--- src/rtl/tetris_move_pkg.sv ---
// Shared types for the move sequencer: move kinds, FSM states and wall-kick order.
package tetris_move_pkg;

    // Move kinds; the numeric value doubles as the bit position in the pending vector
    typedef enum logic [2:0] {
        MV_LEFT  = 3'd0,
        MV_RIGHT = 3'd1,
        MV_ROT   = 3'd2,
        MV_DOWN  = 3'd3,
        MV_GRAV  = 3'd4,
        MV_DROP  = 3'd5
    } move_kind_t;

    typedef enum logic [1:0] {
        ST_IDLE  = 2'd0,
        ST_CHECK = 2'd1,
        ST_KICK  = 2'd2,
        ST_LOCK  = 2'd3
    } seq_state_t;

    // Kick attempts: first try shifting the rotated piece to x+1, then to x-1
    typedef logic [0:0] kick_idx_t;
    localparam kick_idx_t KICK_FIRST = 1'b0;
    localparam kick_idx_t KICK_LAST  = 1'b1;

    function automatic logic kick_moves_plus(input kick_idx_t idx);
        return idx == KICK_FIRST;
    endfunction

endpackage

--- src/rtl/move_target_calc.sv ---
// Combinational candidate generator: applies one move (or kick attempt) to a base
// position and flags when that move would take the origin outside the legal area.
module move_target_calc
    import tetris_move_pkg::*;
#(
    parameter int X_W   = 4,
    parameter int Y_W   = 4,
    parameter int ROT_W = 2,
    parameter int X_MAX = 6,
    parameter int Y_MAX = 15
) (
    input  logic [X_W-1:0]   base_x,
    input  logic [Y_W-1:0]   base_y,
    input  logic [ROT_W-1:0] base_rot,
    input  move_kind_t       kind,
    input  logic             kick_active,
    input  kick_idx_t        kick_idx,
    output logic [X_W-1:0]   cand_x,
    output logic [Y_W-1:0]   cand_y,
    output logic [ROT_W-1:0] cand_rot,
    output logic             at_bound
);

    localparam logic [X_W-1:0] XMAX = X_W'(X_MAX);
    localparam logic [Y_W-1:0] YMAX = Y_W'(Y_MAX);

    // Build the candidate; at_bound means the move must not be offered to the checker
    always_comb begin
        cand_x   = base_x;
        cand_y   = base_y;
        cand_rot = base_rot;
        at_bound = 1'b0;
        case (kind)
            MV_LEFT: begin
                cand_x   = base_x + X_W'(1);
                at_bound = (base_x >= XMAX);
            end
            MV_RIGHT: begin
                cand_x   = base_x - X_W'(1);
                at_bound = (base_x == '0);
            end
            MV_ROT: begin
                cand_rot = base_rot + ROT_W'(1);
                if (kick_active) begin
                    if (kick_moves_plus(kick_idx)) begin
                        cand_x   = base_x + X_W'(1);
                        at_bound = (base_x >= XMAX);
                    end else begin
                        cand_x   = base_x - X_W'(1);
                        at_bound = (base_x == '0);
                    end
                end
            end
            MV_DOWN, MV_GRAV, MV_DROP: begin
                cand_y   = base_y + Y_W'(1);
                at_bound = (base_y >= YMAX);
            end
            default: begin
                cand_x = base_x;
            end
        endcase
    end

endmodule

--- src/rtl/move_sequencer.sv ---
// Owns the active piece position/rotation. Button and gravity pulses are latched as
// pending events, dispatched by priority, checked against the board through a
// valid/done handshake, then committed, kicked, discarded or turned into a lock.
module move_sequencer
    import tetris_move_pkg::*;
#(
    parameter int X_W     = 4,
    parameter int Y_W     = 4,
    parameter int ROT_W   = 2,
    parameter int X_MAX   = 6,
    parameter int Y_MAX   = 15,
    parameter bit KICK_EN = 1'b1
) (
    input  logic             clk,
    input  logic             rst_n,
    input  logic             btn_left_en,
    input  logic             btn_right_en,
    input  logic             btn_rotate_en,
    input  logic             btn_down_en,
    input  logic             btn_drop_en,
    input  logic             grav_tick,
    input  logic             spawn,
    input  logic [X_W-1:0]   spawn_x,
    input  logic [Y_W-1:0]   spawn_y,
    input  logic [ROT_W-1:0] spawn_rot,
    output logic [X_W-1:0]   cur_pos_x,
    output logic [Y_W-1:0]   cur_pos_y,
    output logic [ROT_W-1:0] cur_rot,
    output logic [X_W-1:0]   test_pos_x,
    output logic [Y_W-1:0]   test_pos_y,
    output logic [ROT_W-1:0] test_rot,
    output logic             check_valid,
    input  logic             check_done,
    input  logic             check_collide,
    output logic             lock_piece,
    output logic             busy
);

    seq_state_t       state;
    move_kind_t       act_kind;
    logic             kicking;
    kick_idx_t        kick_idx;
    logic             frozen;
    logic [5:0]       pending;

    logic [5:0]       ev_in;
    logic [5:0]       ev_all;
    logic             have_event;
    move_kind_t       win_kind;
    logic [5:0]       win_mask;

    logic [X_W-1:0]   base_x;
    logic [Y_W-1:0]   base_y;
    logic [ROT_W-1:0] base_rot;
    move_kind_t       calc_kind;
    logic [X_W-1:0]   cand_x;
    logic [Y_W-1:0]   cand_y;
    logic [ROT_W-1:0] cand_rot;
    logic             cand_bound;

    assign busy = (state != ST_IDLE);

    // Merge new pulses into the pending set and pick the highest-priority event
    always_comb begin
        ev_in      = frozen ? 6'b0 : {btn_drop_en, grav_tick, btn_down_en,
                                      btn_rotate_en, btn_right_en, btn_left_en};
        ev_all     = pending | ev_in;
        have_event = |ev_all;
        win_kind   = MV_LEFT;
        if (ev_all[MV_DROP])       win_kind = MV_DROP;
        else if (ev_all[MV_LEFT])  win_kind = MV_LEFT;
        else if (ev_all[MV_RIGHT]) win_kind = MV_RIGHT;
        else if (ev_all[MV_ROT])   win_kind = MV_ROT;
        else if (ev_all[MV_DOWN])  win_kind = MV_DOWN;
        else if (ev_all[MV_GRAV])  win_kind = MV_GRAV;
        win_mask = 6'b000001 << win_kind;
    end

    // While checking, the next drop step builds on the candidate about to be committed
    always_comb begin
        if (state == ST_CHECK) begin
            base_x   = test_pos_x;
            base_y   = test_pos_y;
            base_rot = test_rot;
        end else begin
            base_x   = cur_pos_x;
            base_y   = cur_pos_y;
            base_rot = cur_rot;
        end
        calc_kind = (state == ST_IDLE) ? win_kind : act_kind;
    end

    move_target_calc #(
        .X_W   (X_W),
        .Y_W   (Y_W),
        .ROT_W (ROT_W),
        .X_MAX (X_MAX),
        .Y_MAX (Y_MAX)
    ) u_calc (
        .base_x      (base_x),
        .base_y      (base_y),
        .base_rot    (base_rot),
        .kind        (calc_kind),
        .kick_active (state == ST_KICK),
        .kick_idx    (kick_idx),
        .cand_x      (cand_x),
        .cand_y      (cand_y),
        .cand_rot    (cand_rot),
        .at_bound    (cand_bound)
    );

    // Sequencer FSM with registered piece state, handshake and lock outputs
    always_ff @(posedge clk) begin
        if (!rst_n) begin
            state       <= ST_IDLE;
            act_kind    <= MV_LEFT;
            kicking     <= 1'b0;
            kick_idx    <= KICK_FIRST;
            frozen      <= 1'b0;
            pending     <= '0;
            cur_pos_x   <= '0;
            cur_pos_y   <= '0;
            cur_rot     <= '0;
            test_pos_x  <= '0;
            test_pos_y  <= '0;
            test_rot    <= '0;
            check_valid <= 1'b0;
            lock_piece  <= 1'b0;
        end else if (spawn) begin
            state       <= ST_IDLE;
            kicking     <= 1'b0;
            kick_idx    <= KICK_FIRST;
            frozen      <= 1'b0;
            pending     <= '0;
            cur_pos_x   <= spawn_x;
            cur_pos_y   <= spawn_y;
            cur_rot     <= spawn_rot;
            check_valid <= 1'b0;
            lock_piece  <= 1'b0;
        end else begin
            lock_piece <= 1'b0;
            pending    <= ev_all;
            case (state)
                ST_IDLE: begin
                    if (have_event) begin
                        pending  <= ev_all & ~win_mask;
                        act_kind <= win_kind;
                        kicking  <= 1'b0;
                        kick_idx <= KICK_FIRST;
                        if (cand_bound) begin
                            if (win_kind != MV_LEFT && win_kind != MV_RIGHT) begin
                                state      <= ST_LOCK;
                                lock_piece <= 1'b1;
                            end
                        end else begin
                            test_pos_x  <= cand_x;
                            test_pos_y  <= cand_y;
                            test_rot    <= cand_rot;
                            check_valid <= 1'b1;
                            state       <= ST_CHECK;
                        end
                    end
                end
                ST_CHECK: begin
                    if (check_done) begin
                        if (!check_collide) begin
                            cur_pos_x <= test_pos_x;
                            cur_pos_y <= test_pos_y;
                            cur_rot   <= test_rot;
                            if (act_kind == MV_DROP) begin
                                if (cand_bound) begin
                                    check_valid <= 1'b0;
                                    state       <= ST_LOCK;
                                    lock_piece  <= 1'b1;
                                end else begin
                                    test_pos_y <= cand_y;
                                end
                            end else begin
                                check_valid <= 1'b0;
                                kicking     <= 1'b0;
                                state       <= ST_IDLE;
                            end
                        end else begin
                            check_valid <= 1'b0;
                            case (act_kind)
                                MV_DOWN, MV_GRAV, MV_DROP: begin
                                    state      <= ST_LOCK;
                                    lock_piece <= 1'b1;
                                end
                                MV_ROT: begin
                                    if (kicking) begin
                                        if (kick_idx == KICK_FIRST) begin
                                            kick_idx <= KICK_LAST;
                                            state    <= ST_KICK;
                                        end else begin
                                            kicking <= 1'b0;
                                            state   <= ST_IDLE;
                                        end
                                    end else if (KICK_EN) begin
                                        kicking  <= 1'b1;
                                        kick_idx <= KICK_FIRST;
                                        state    <= ST_KICK;
                                    end else begin
                                        state <= ST_IDLE;
                                    end
                                end
                                default: begin
                                    state <= ST_IDLE;
                                end
                            endcase
                        end
                    end
                end
                ST_KICK: begin
                    if (cand_bound) begin
                        if (kick_idx == KICK_FIRST) begin
                            kick_idx <= KICK_LAST;
                        end else begin
                            kicking <= 1'b0;
                            state   <= ST_IDLE;
                        end
                    end else begin
                        test_pos_x  <= cand_x;
                        test_pos_y  <= cand_y;
                        test_rot    <= cand_rot;
                        check_valid <= 1'b1;
                        state       <= ST_CHECK;
                    end
                end
                ST_LOCK: begin
                    pending <= '0;
                    frozen  <= 1'b1;
                    kicking <= 1'b0;
                    state   <= ST_IDLE;
                end
                default: begin
                    state <= ST_IDLE;
                end
            endcase
        end
    end

endmodule

--- config.mk ---
export PLATFORM = sky130hd
export DESIGN_NAME = move_sequencer
export DESIGN_NICKNAME = d
export VERILOG_FILES = /design/src/rtl/tetris_move_pkg.sv /design/src/rtl/move_target_calc.sv /design/src/rtl/move_sequencer.sv
export SDC_FILE = /design/constraint.sdc
export NUM_CORES = 1
export LEC_CHECK = 0
export ABC_AREA = 1
export BUFFER_PORTS_ARGS = -buffer_cell sky130_fd_sc_hd__buf_2
export CAP_MARGIN = 20
export CORE_ASPECT_RATIO = 0.8
export CORE_MARGIN = 2
export CORE_UTILIZATION = 40
export CTS_CLUSTER_DIAMETER = 80
export CTS_CLUSTER_SIZE = 25
export DETAILED_ROUTE_END_ITERATION = 10
export GPL_TIMING_DRIVEN = 1
export SYNTH_ARGS = -nofsm -noshare
export SYNTH_HDL_FRONTEND = slang
export SYNTH_SLANG_ARGS = --single-unit
--- constraint.sdc ---
create_clock -name clk -period 2.95 [get_ports clk]
set_clock_uncertainty 0.05 [all_clocks]
set_input_delay 0.295 -clock clk [delete_from_list [all_inputs] [get_ports clk]]
set_output_delay 0.295 -clock clk [all_outputs]
set_load 0.02 [all_outputs]
After elaboration in Yosys (flattened, before gate mapping):

Index checks and enable logic that the tools add are counted.

* $add $sub $neg: 4
* order comparisons: 2
* equality and inequality tests: 27
* shifts and indexed selects: 1
* multiplexer cells: 90
* bitwise operators: 5
* reduce and logical (&&, ||, !) cells: 22

Operator list (count)
* 4-bit two-way mux: 20
* 2-bit two-way mux: 19
* 1-bit two-way mux: 30
* 4-bit case mux with 3 select lines: 2
* 3-bit two-way mux: 7
* 6-bit AND reduction: 3
* 2-bit inequality test, second input constant: 7
* 3-bit by 2-bit equality test with 1-bit output, second input constant: 4
* 3-bit equality test, second input constant: 4
* 6-bit two-way mux: 2
* 6-bit case mux with 2 select lines: 1
* 3-bit AND reduction: 3
* 4-bit by 1-bit adder with 4-bit output, second input constant: 2
* 1-bit case mux with 4 select lines: 2
* 2-bit case mux with 2 select lines: 2
* 2-bit case mux with 4 select lines: 1
* 4-bit case mux with 2 select lines: 1
* 2-bit nonzero test: 4
* 6-bit bitwise AND: 1
* 3-bit by 2-bit inequality test with 1-bit output, second input constant: 2
* 3-bit inequality test, second input constant: 2
* 6-bit inverter: 1
* 6-bit OR: 1
* 1-bit case mux with 3 select lines: 2
* 23 further kinds: 28

* register bits after elaboration: 36
* input port bits: 21
* output and inout bits: 23

Longest topological paths before layout:

Gate-level depths: netlist of the first run.

* depth after elaboration: 17
* depth in mapped cells: 20
* mapped depth without buffers: 19

Cells and area by module:

Synthesis of the first run repeated with hierarchy kept, for this count alone.

* cells, all modules: 393
* area, all modules: 2464.9 µm²

By module, submodules not included
* move_sequencer: times used 1, cells an instance 301, area each 1991.9 µm², sequential area each 720.7 µm²
* move_target_calc: times used 1, cells an instance 92, area each 473.0 µm², sequential area each 0.0 µm²

Least setup slack after synthesis of the first run:

No wires, ideal clock.

* path kind: register -> register
* from: register state[1]
* to: register test_pos_x[1]
* arrival: 2.233 ns
* required time: 2.772 ns
* slack: 0.539 ns
* cell stages (with the launch flop): 18
* buffers on the path: 2
* clock period less this slack: 2.411 ns
* cells stage by stage: dfxtp_1 -> inv_1 -> ha_1 -> buf_4 -> buf_2 -> nand2_1 -> o21ai_2 -> ha_1 -> o21ai_0 -> nand2_1 -> o21ai_1 -> nor2_1 -> nand2_2 -> nand2_4 -> nor2_8 -> nand2_4 -> a21oi_1 -> nor2_1

* cells in the longest elaborated chain, start to end: 9
* elaborated cells between the ends (all ways): 30
* those cells by class: add/sub (2); order compare (2); eq/ne (8); mux (12); reduce/logical (6)

Ends and longest elaborated chain
* start, declared: RTL line move_sequencer.sv:39 `seq_state_t state;`
* start signal, assigned: RTL line move_sequencer.sv:115 `state <= ST_IDLE;`
* start signal, assigned: RTL line move_sequencer.sv:130 `state <= ST_IDLE;`
* start signal, assigned: RTL line move_sequencer.sv:152 `state <= ST_LOCK;`
* 2-bit by 1-bit equality test with 1-bit output: RTL line move_sequencer.sv:81 `if (state == ST_CHECK) begin`
* 4-bit two-way mux: RTL line move_sequencer.sv:81
* 4-bit by 1-bit adder with 4-bit output (tied with other cells): RTL line move_target_calc.sv:35, move_target_calc.sv:46
* 4-bit two-way mux or 1-bit two-way mux (tied branches): RTL line move_target_calc.sv:45 `if (kick_moves_plus(kick_idx)) begin`
* 4-bit two-way mux or 1-bit two-way mux (tied branches): RTL line move_target_calc.sv:44 `if (kick_active) begin`
* 4-bit case mux with 3 select lines or 1-bit case mux with 4 select lines (tied branches): RTL line move_target_calc.sv:33 `case (kind)`
* 4-bit two-way mux: RTL line move_sequencer.sv:150, move_sequencer.sv:215
* 4-bit two-way mux: RTL line move_sequencer.sv:145 `if (have_event) begin`
* 4-bit case mux with 2 select lines: RTL line move_sequencer.sv:143 `case (state)`
* end signal, assigned: RTL line move_sequencer.sv:156 `test_pos_x <= cand_x;`
* end signal, assigned: RTL line move_sequencer.sv:223 `test_pos_x <= cand_x;`
* end, declared: RTL line move_sequencer.sv:29 `output logic [X_W-1:0] test_pos_x,`

Several ways; a longest one is shown, not always the timed one. The select of a mux whose other input is x is not followed.
A chain may end at the register's enable or synchronous reset.

Worst setup path after layout of the first run:

* from: register state[1]
* to: register test_pos_x[3]

Same word-level chain as after synthesis.

==> summary.txt, run 1 <==
Outcome
  • Status: finished, final reports clean

STA
  • Final worst path period share: 0.911
  • Worst slew margin: 0.524
  • RSZ-0062 raised after global routing: false
  • Max Slew Vio Count: 0
  • Setup TNS Final: 0 ns
  • Slew @ Worst Pin: 0.712 ns
  • Setup slack after layout: 0.261 ns
  • Hold Vio Cnt, Final: 0
  • Setup violators final: 0
  • Min cycle time layout: 2.69 ns
  • Fmax: 372 MHz

Logic synthesis
  • Most frequent cell after synthesis: nand2_1
  • Cells after Synth: 378
  • Top FF cell, synth: dfxtp_1
  • Number of synthesized flops with an enable pin: 0
  • Leading area contributor after synthesis: dfxtp_1
  • Largest cells by area after synthesis: dfxtp_1, nand2_1, inv_1
  • Synth warnings: 0
  • Top cells by count, synth: nand2_1, inv_1, nor2_1
  • Async set-reset flop share out of synthesis: 0
  • Synthesized cell area: 2510 sq um
  • Mean Syn Cell Area: 6.65 sq um
  • FF+latch count, synth: 36
  • Synth top area share: 0.287
  • Mapped Nets: 409
  • Sequential share of the synthesized area: 0.287
  • Synth cell types: 41

Critical path
  • CP max FO: 10
  • CP Data Arrival Time: 2.80 ns
  • CP Class: reg2reg
  • Worst setup SP type: flop
  • CP max stage delay: 0.39 ns
  • Number of buffers and inverters on the critical path: 2
  • CP top delay family: simple AND/OR/NAND/NOR gates
  • Crit path from: state[1]
  • Most used cell, CP: nand2_1
  • Critical Path RT: 3.06 ns
  • Critical Path End Type: flop
  • Worst path cell trace: inv_1 -> ha_1 -> buf_4 -> nand2_1 -> nand2_1 -> ha_1 -> o21ai_0 -> nand2_1 -> o21ai_1 -> nor2_1 -> nand2_2 -> nand2_4 -> nor2_8 -> nand2_4 -> nor3_1 -> nor3_1
  • CP max-delay cell: dfxtp_1
  • RR Startpoint: state[1]

Run
  • MaxCap Viol Count: 0

Cells and area
  • Ant diodes: 0
  • Fraction of layout cells with a size suffix above 1: 0.219
  • Fill cell count: 625
  • Final #Nets: 460
  • Area Overhead vs Synth: 18.4%
  • Final instance area: 2980 sq um

Detailed routing
  • Routed wl met2: 2.86 mm
  • Number of DRC markers in iteration 0: 161
  • Met3 wire len: 405 um
  • DR DRC count: 0
  • Via/cell ratio: 5.20
  • M1 wire length: 3.48 mm
  • WL final: 6.86 mm
  • Vias: 2658
  • Drt pass-1 iters: 4
  • Drt wl/cell: 13.4 um
  • DR top layer: met4
  • Antenna viol nets, final: 0

Clock network
  • CTS tree: built
  • H-tree levels: 2
  • Max Root-Sink Buffers: 2
  • Clock root buffer: clkbuf_8
  • Post-CTS setup buffers: 0
  • Clock Sinks: 36
  • Worst skew pair latency: 0.30 ns
  • CTS Buf Count: 5
  • Clock slew at reported path FFs: 0.08 ns

Floorplan
  • Die span in y: 74.9 um
  • Width of the die: 92.6 um
  • Die Area: 6940 sq um
  • IO Pins: 44
  • Starting density of the core: 0.419
  • Core box area: 6010 sq um
  • Std-Cell Rows: 25

Power
  • Total power: 1.76 mW
  • Maximum vdd drop: 0.259 mV
  • Pwr dens: 592 nW/um^2
  • P_leak: 1.40 nW

GRT
  • Initial antenna violation count: 0
  • Grt total ovfl: 0
  • GRT Overall Usage: 0.210
  • Vias in the first global route: 2314
  • Largest net degree at the start of global routing: 17
  • First-pass GRT wire length: 11.4 mm

Placed design
  • Pre-CTS setup slack: 0.293 ns
  • IO Port Bufs: 43
  • Dpl hpwl: 5.30 mm
  • GPL Wtd Cong: 0.926
  • DP Area: 2850 sq um

Worst hold path
  • Min-Delay Path Class: in2reg
  • Min-delay src: spawn_x[0]
routing by layer:
layer,vias up,GRT usage
met4,0,0.0752
met3,11,0.0380
met1,1192,0.315
li1,1368,-
met5,-,0
met2,87,0.304
tightest hold or removal path, stage by stage:
cell and delay (ns):
buf_2 0.09, nand2_1 0.05, a31oi_1 0.07
power breakdown:
group | switching [mW] | total, mW | internal [mW] | leakage [nW]
Sequential | 0.0531 | 0.597 | 0.544 | 0.296
Combinational | 0.467 | 0.712 | 0.245 | 1.05
Clock | 0.203 | 0.454 | 0.250 | 0.0541
path summary, 6_finish.rpt:
| path | endpoint | slack (ns) | depth (start not counted) |
|---|---|---|---|
| min reg2reg | test_pos_x[0] | 0.44 | 2 |
| max reg2reg | test_pos_x[3] | 0.26 | 16 |
| max | test_pos_x[3] | 0.26 | 16 |
| min | cur_pos_x[0] | 0.22 | 3 |
repair_timing:
| action | 4_1_cts | 5_1_grt |
|---|---|---|
| resized for setup | 0 | 2 |
| endpoints found under the hold margin | 0 | 0 |
| hold buffers | 0 | 0 |
| endpoints found under the setup margin | 0 | 5 |
registers in the layout, summed over array words and instances, names as in the netlist:
| name | flops |
|---|---|
| pending | 6 |
| act_kind | 3 |
| test_rot | 2 |
| lock_piece | 1 |
| cur_rot | 2 |
| cur_pos_x | 4 |
| kick_idx | 1 |
| test_pos_x | 4 |
| kicking | 1 |
| test_pos_y | 4 |
| frozen | 1 |
| state | 2 |
| cur_pos_y | 4 |
| check_valid | 1 |
cells by family (layout without fill, tap and decap cells):
family	count (synthesis)	after routing	share of synthesized area
xor+xnor	8	8	0.0279
fa+ha+maj	10	10	0.0498
buf+inv	51	102	0.0791
mux	1	1	0.00896
compound gates	78	78	0.190
simple gates	194	195	0.357
flops	36	36	0.287
final cells by class:
type / instances / area (sq um) / share of cell area
sequential: 36 / 721 / 0.242
inverter: 43 / 163 / 0.0546
clock buffer: 5 / 68.8 / 0.0231
tap: 81 / 101 / 0.0340
timing repair buffer: 51 / 275 / 0.0925
clock inverter: 3 / 42.5 / 0.0143
multi-input combinational: 292 / 1610 / 0.539
per-stage QoR:
step,hold slack [ns],utilization,std cells
2_1_floorplan,0.381,-,378
3_3_place_gp,0.434,0.475,502
3_5_place_dp,0.431,0.475,502
4_1_cts,0.204,0.494,510
5_1_grt,0.218,0.496,511
6_report,0.217,0.496,511
cell usage in the layout (no fill, tap or decap), types with 3 or more instances in the layout:
cell       Yosys  layout
nand2_1       87      87
buf_2          2      43
inv_1         39      39
nor2_1        39      39
dfxtp_1       36      36
nand3_1       28      28
o21ai_0       23      21
a21oi_1       20      20
nand2_2       15      15
a31oi_1       11      11
ha_1          10      10
nor3_1         8       8
buf_4          1       8
o22ai_1        6       6
nand4_1        5       5
xor2_1         5       5
clkbuf_8       0       5
o21ai_1        2       4
nor2_4         2       3
nand3_2        3       3
o211ai_1       3       3
xnor2_1        3       3
o2111ai_1      3       3
No activity file was read; power rests on OpenSTA's default activity.
==> inputs of run 2 (changes only) <==
CORE_ASPECT_RATIO = not set   (was 0.8)
==> summary.txt, run 2 (same netlist as run 1, synthesis figures left out) <==
Cells and area
  • Most frequent cells in the layout: nand2_1, buf_2, inv_1, nor2_1, dfxtp_1
  • Area of the multi-input gates: 1610 sq um
  • Final instance area: 2920 sq um
  • Most common cell after layout, fill and taps aside: nand2_1
  • Core Util, Final: 0.488
  • Ant diodes: 0
  • Fraction of layout cells with a size suffix above 1: 0.216
  • Max reg flops: 6
  • Register area: 721 sq um
  • Final #Nets: 457
  • Fill cell count: 638
  • Area Overhead vs Synth: 16.2%
  • Largest Register: pending

Critical path
  • Critical Path RT: 3.06 ns
  • Worst path cell trace: inv_1 -> ha_2 -> buf_4 -> mux2i_4 -> nand2_1 -> o21ai_1 -> nor2_1 -> nand2_2 -> nand2_4 -> nor2_8 -> nand2_4 -> nor3_2 -> nor3_1
  • Most used cell, CP: nand2_4
  • CP max-delay cell: mux2i_4
  • R2R depth: 13
  • Register-to-register path setup slack: 0.30 ns
  • Reg2reg end: test_pos_x[3]
  • Worst setup SP type: flop
  • RR Startpoint: state[1]
  • Crit path from: state[1]
  • CP Class: reg2reg
  • CP Data Arrival Time: 2.76 ns
  • CP max stage delay: 0.40 ns
  • Critical Path End Type: flop
  • CP max FO: 10

Floorplan
  • IO Pins: 44
  • Width of the die: 83.3 um
  • Core box area: 5990 sq um
  • Die span in y: 83.3 um
  • Starting density of the core: 0.420
  • Std-Cell Rows: 28
  • Die Area: 6930 sq um

Worst hold path
  • Min-delay src: spawn_y[2]
  • Min-Delay Path Class: in2reg
  • Hold EP: cur_pos_y[2]
  • Hold Path Stages: 3

GRT
  • GRT Overall Usage: 0.205
  • Grt total ovfl: 0
  • First-pass GRT wire length: 11.8 mm
  • Largest net degree at the start of global routing: 17
  • Vias in the first global route: 2412
  • Initial antenna violation count: 0

STA
  • Min cycle time layout: 2.65 ns
  • RSZ-0062 raised after global routing: false
  • Final worst path period share: 0.899
  • Setup TNS Final: 0 ns
  • Worst slew margin: 0.612
  • Hold Vio Cnt, Final: 0
  • Slew @ Worst Pin: 0.581 ns
  • Setup violators final: 0
  • Max Slew Vio Count: 0
  • Fmax: 377 MHz

Run
  • MaxCap Viol Count: 0

Power
  • Maximum vdd drop: 0.240 mV
  • P_leak: 1.37 nW
  • Internal Power: 0.946 mW
  • Comb pwr share: 0.431
  • Switch Pwr: 0.703 mW
  • Seq pwr share: 0.363
  • Clock Power Share: 0.206
  • Pwr dens: 565 nW/um^2
  • Switching Fraction: 0.426

Placed design
  • GPL Wtd Cong: 0.900
  • IO Port Bufs: 43
  • DP Area: 2830 sq um
  • Dpl hpwl: 5.47 mm

Detailed routing
  • Vias: 2621
  • Via/cell ratio: 5.23
  • DR DRC count: 0
  • Drt wl/cell: 14.2 um
  • Antenna viol nets, final: 0
  • WL final: 7.09 mm
  • Number of DRC markers in iteration 0: 224
  • Drt pass-1 iters: 5

Outcome
  • Status: finished, final reports clean

Clock network
  • Clock Sinks: 36
  • CTS Hold Bufs: 0
  • CTS Buf Count: 5
  • Worst skew pair latency: 0.29 ns
  • Max Root-Sink Buffers: 2
  • CTS tree: built
  • Clock root buffer: clkbuf_8
  • Clock slew at reported path FFs: 0.08 ns
  • H-tree levels: 2
  • Gates resized, CTS repair: 0
  • Post-CTS setup buffers: 0
run 2: cell types whose count changed in the layout (fill, tap and decap cells not counted), sizes merged:
cell	change
nor2	-1
bufinv	-1
buf	-2
clkinvlp	-1
clkbuf	+1
run 2: how the worst max path moves through the flow:
stage	endpoint	slack, ns
after floorplan	test_pos_x[1]	0.54
after global placement	test_pos_x[3]	0.22
after detailed placement	test_pos_x[3]	0.23
after CTS	test_pos_x[3]	0.20
after global routing	test_rot[1]	0.03
final	test_pos_x[3]	0.30
run 2: worst max-delay path, delay by kind of cell, from the launching register on:
| kind | cells | cell delay (ns) |
|---|---|---|
| and+or+nand+nor | 8 | 1.01 |
| adders and majority gates | 1 | 0.25 |
| DFF | 1 | 0.35 |
| buffers and inverters | 2 | 0.32 |
| muxes | 1 | 0.40 |
| AOI/OAI and AO/OA | 1 | 0.14 |
run 2: per-layer routing:
metal | wire, um | vias up | global-route usage | share of wire
met5 | 0 | - | 0 | 0
met3 | 388 | 9 | 0.0368 | 0.055
met1 | 3460 | 1178 | 0.295 | 0.49
met4 | 93 | 0 | 0.0462 | 0.013
met2 | 3150 | 74 | 0.320 | 0.44
li1 | - | 1360 | - | -
run 2: metrics by stage:
step / power [mW] / std cells / setup WS (ns) / hold WS, ns
2_1_floorplan: 1.11 / 378 / 0.539 / 0.381
3_3_place_gp: 1.30 / 494 / 0.224 / 0.426
3_5_place_dp: 1.30 / 494 / 0.229 / 0.428
4_1_cts: 1.65 / 501 / 0.197 / 0.214
5_1_grt: 1.77 / 501 / 0.0324 / 0.222
6_report: 1.65 / 501 / 0.299 / 0.220
run 2: area by class of cell:
type                       count  share of cell area
multi-input combinational    291               0.550
sequential                    36               0.247
timing repair buffer          49              0.0891
inverter                      43              0.0557
tap                           75              0.0321
clock buffer                   6              0.0248
clock inverter                 1             0.00171
run 2: power by group through the flow:
stage | Sequential, mW | Clock, mW | Combinational [mW]
2_1_floorplan | 0.641 | 0 | 0.471
3_3_place_gp | 0.609 | 0 | 0.696
3_5_place_dp | 0.608 | 0 | 0.695
4_1_cts | 0.597 | 0.351 | 0.699
5_1_grt | 0.606 | 0.373 | 0.789
6_report | 0.599 | 0.341 | 0.710
==> inputs of run 3 (changes only) <==
SYNTH_HIERARCHICAL = 1   (was not set)
==> summary.txt, run 3 <==
STA
  • Setup violators final: 0
  • Final worst path period share: 0.948
  • Min cycle time layout: 2.80 ns
  • Worst slew margin: 0.682
  • Setup slack after layout: 0.152 ns
  • Hold Vio Cnt, Final: 0
  • Max Slew Vio Count: 0
  • Fmax: 357 MHz
  • Slew @ Worst Pin: 0.473 ns
  • RSZ-0062 raised after global routing: true

Logic synthesis
  • Async set-reset flop share out of synthesis: 0
  • Sequential share of the synthesized area: 0.292
  • Synth top area share: 0.292
  • FF+latch count, synth: 36
  • Top cells by count, synth: nand2_1, inv_1, o21ai_0
  • Post-synthesis adder-cell area fraction: 0.0457
  • Mux cell area share after synthesis: 0
  • Mean Syn Cell Area: 6.27 sq um
  • Mapped Nets: 423
  • Post-synthesis compound-gate area fraction: 0.190
  • Top FF cell, synth: dfxtp_1
  • Synth cell types: 29
  • Largest family of logic cells by synthesized area: simple AND/OR/NAND/NOR gates
  • Most frequent cell after synthesis: nand2_1
  • Leading area contributor after synthesis: dfxtp_1
  • Cells after Synth: 393
  • Number of synthesized flops with an enable pin: 0
  • Simple-Gate Fraction of Synth Area: 0.334
  • Synth warnings: 6
  • Xor/xnor cell area share of the yosys netlist: 0.0249
  • Synthesized cell area: 2460 sq um
  • Largest cells by area after synthesis: dfxtp_1, nand2_1, inv_1

Clock network
  • CTS Buf Count: 5
  • Clock root buffer: clkbuf_8
  • Max Root-Sink Buffers: 2
  • Worst skew pair latency: 0.29 ns
  • Clock Sinks: 36
  • CTS tree: built
  • H-tree levels: 2
  • Clock slew at reported path FFs: 0.07 ns
  • CTS Hold Bufs: 0

Critical path
  • CP Class: reg2reg
  • Worst setup SP type: flop
  • Number of buffers and inverters on the critical path: 4
  • Critical Path RT: 3.09 ns
  • Critical Path End Type: flop
  • CP top delay family: simple AND/OR/NAND/NOR gates
  • Most used cell, CP: nand2_2
  • CP max-delay cell: dfxtp_2
  • Worst path cell trace: inv_4 -> nand2_2 -> nand2_2 -> nand3_2 -> nand2_2 -> nand2_4 -> nand2_4 -> nand2_4 -> o21ai_4 -> inv_2 -> o21ai_4 -> o21ai_4 -> nor2_2 -> nand3_2 -> nand3_2 -> buf_6 -> clkinvlp_4 -> a21oi_2 -> nand2_2 -> nor2_1 -> nand3_1 -> nand2_1 -> nor2_1
  • CP max stage delay: 0.34 ns
  • CP Data Arrival Time: 2.94 ns
  • CP max FO: 6

Placed design
  • Placed Cells: 519
  • IO Port Bufs: 43
  • DP Area: 2860 sq um
  • GPL Wtd Cong: 0.932
  • Pre-CTS setup slack: -0.0409 ns
  • Dpl hpwl: 5.38 mm

Detailed routing
  • Vias: 2752
  • Routed wl met2: 3.45 mm
  • WL final: 7.17 mm
  • Drt pass-1 iters: 5
  • DR top layer: met4
  • Number of DRC markers in iteration 0: 142
  • DR DRC count: 0
  • Via/cell ratio: 5.15
  • Drt wl/cell: 13.4 um
  • Antenna viol nets, final: 0
  • Met3 wire len: 242 um
  • M1 wire length: 3.35 mm

Cells and area
  • Most common cell after layout, fill and taps aside: nand2_1
  • Final Instance Count excl. Fillers: 534
  • Most frequent cells in the layout: nand2_1, inv_1, buf_2
  • Largest Register: pending
  • Fill cell count: 637
  • Final instance area: 3140 sq um
  • Area Overhead vs Synth: 27.4%
  • Ant diodes: 0
  • Fraction of layout cells with a size suffix above 1: 0.275
  • Max reg flops: 6
  • Core Util, Final: 0.527
  • Final #Nets: 489

Power
  • Pwr dens: 516 nW/um^2
  • Maximum vdd drop: 0.265 mV
  • Total power: 1.62 mW
  • P_leak: 1.47 nW

Floorplan
  • IO Pins: 44
  • Die span in y: 82.5 um
  • Core box area: 5960 sq um
  • Std-Cell Rows: 28
  • Die Area: 6810 sq um
  • Starting density of the core: 0.414
  • Width of the die: 82.5 um

Outcome
  • Status: finished, final reports clean

Worst hold path
  • Min-Delay Path Class: in2reg

Run
  • MaxCap Viol Count: 0

GRT
  • Grt total ovfl: 0
  • Largest net degree at the start of global routing: 16
  • GRT Overall Usage: 0.213
  • Vias in the first global route: 2442
  • First-pass GRT wire length: 11.0 mm
  • Initial antenna violation count: 0
==> run 3: path summary, 6_finish.rpt <==
| path | start | endpoint | slack (ns) | cells past startpoint |
|---|---|---|---|---|
| worst max-delay path | frozen | state[0] | 0.15 | 23 |
| worst min-delay path | spawn_x[2] | cur_pos_x[2] | 0.22 | 3 |
| worst min register to register | test_pos_x[3] | test_pos_x[3] | 0.44 | 2 |
| worst max register to register | frozen | state[0] | 0.15 | 23 |
==> run 3: what timing repair did <==
item / 4_1_cts / 5_1_grt
setup buffers: 0 / 8
pin swaps: 0 / 17
setup endpoints to repair: 5 / 15
gates resized for setup: 3 / 51
==> run 3: cell type report <==
cell class	instances	area [sq um]	share of cell area
inverter	64	249	0.0793
clock buffer	6	72.6	0.0231
multi-input combinational	285	1600	0.509
sequential	36	722	0.230
timing repair buffer	67	399	0.127
clock inverter	1	5.00	0.00159
tap	75	93.8	0.0299
==> run 3: power breakdown <==
group          internal [mW]  switching [mW]
Combinational          0.255           0.451
Sequential             0.541          0.0399
Clock                  0.161           0.174
Total                  0.956           0.665
==> run 3: through the flow <==
step / setup TNS [ns] / hold WS, ns
detailed placement: -0.0604 / 0.426
global route: -0.218 / 0.223
global placement: 0 / 0.427
floorplan: 0 / 0.383
finish: 0 / 0.220
CTS: 0 / 0.216
==> run 3: kinds of logic after synthesis <==
kind of cell	after synthesis
AO/OA/AOI/OAI	88
XOR/XNOR	7
AND/OR/NAND/NOR	181
flip-flops	36
buffers and inverters	72
adder cells (fa/ha/maj)	9
==> run 3: per-layer routing <==
metal | global-route usage | up-vias
met2 | 0.360 | 64
met4 | 0.0836 | 0
met3 | 0.0304 | 17
met1 | 0.272 | 1264
li1 | - | 1407
met5 | 0 | -
==> run 3: worst register-to-register path, cell delays in order, from the launching register on <==
cell	delay (ns)
dfxtp_2	0.34
inv_4	0.08
nand2_2	0.07
nand2_2	0.10
nand3_2	0.09
nand2_2	0.10
nand2_4	0.07
nand2_4	0.10
nand2_4	0.06
o21ai_4	0.09
inv_2	0.08
o21ai_4	0.17
o21ai_4	0.10
nor2_2	0.15
nand3_2	0.08
nand3_2	0.13
buf_6	0.12
clkinvlp_4	0.13
a21oi_2	0.21
nand2_2	0.11
nor2_1	0.10
nand3_1	0.07
nand2_1	0.06
nor2_1	0.04
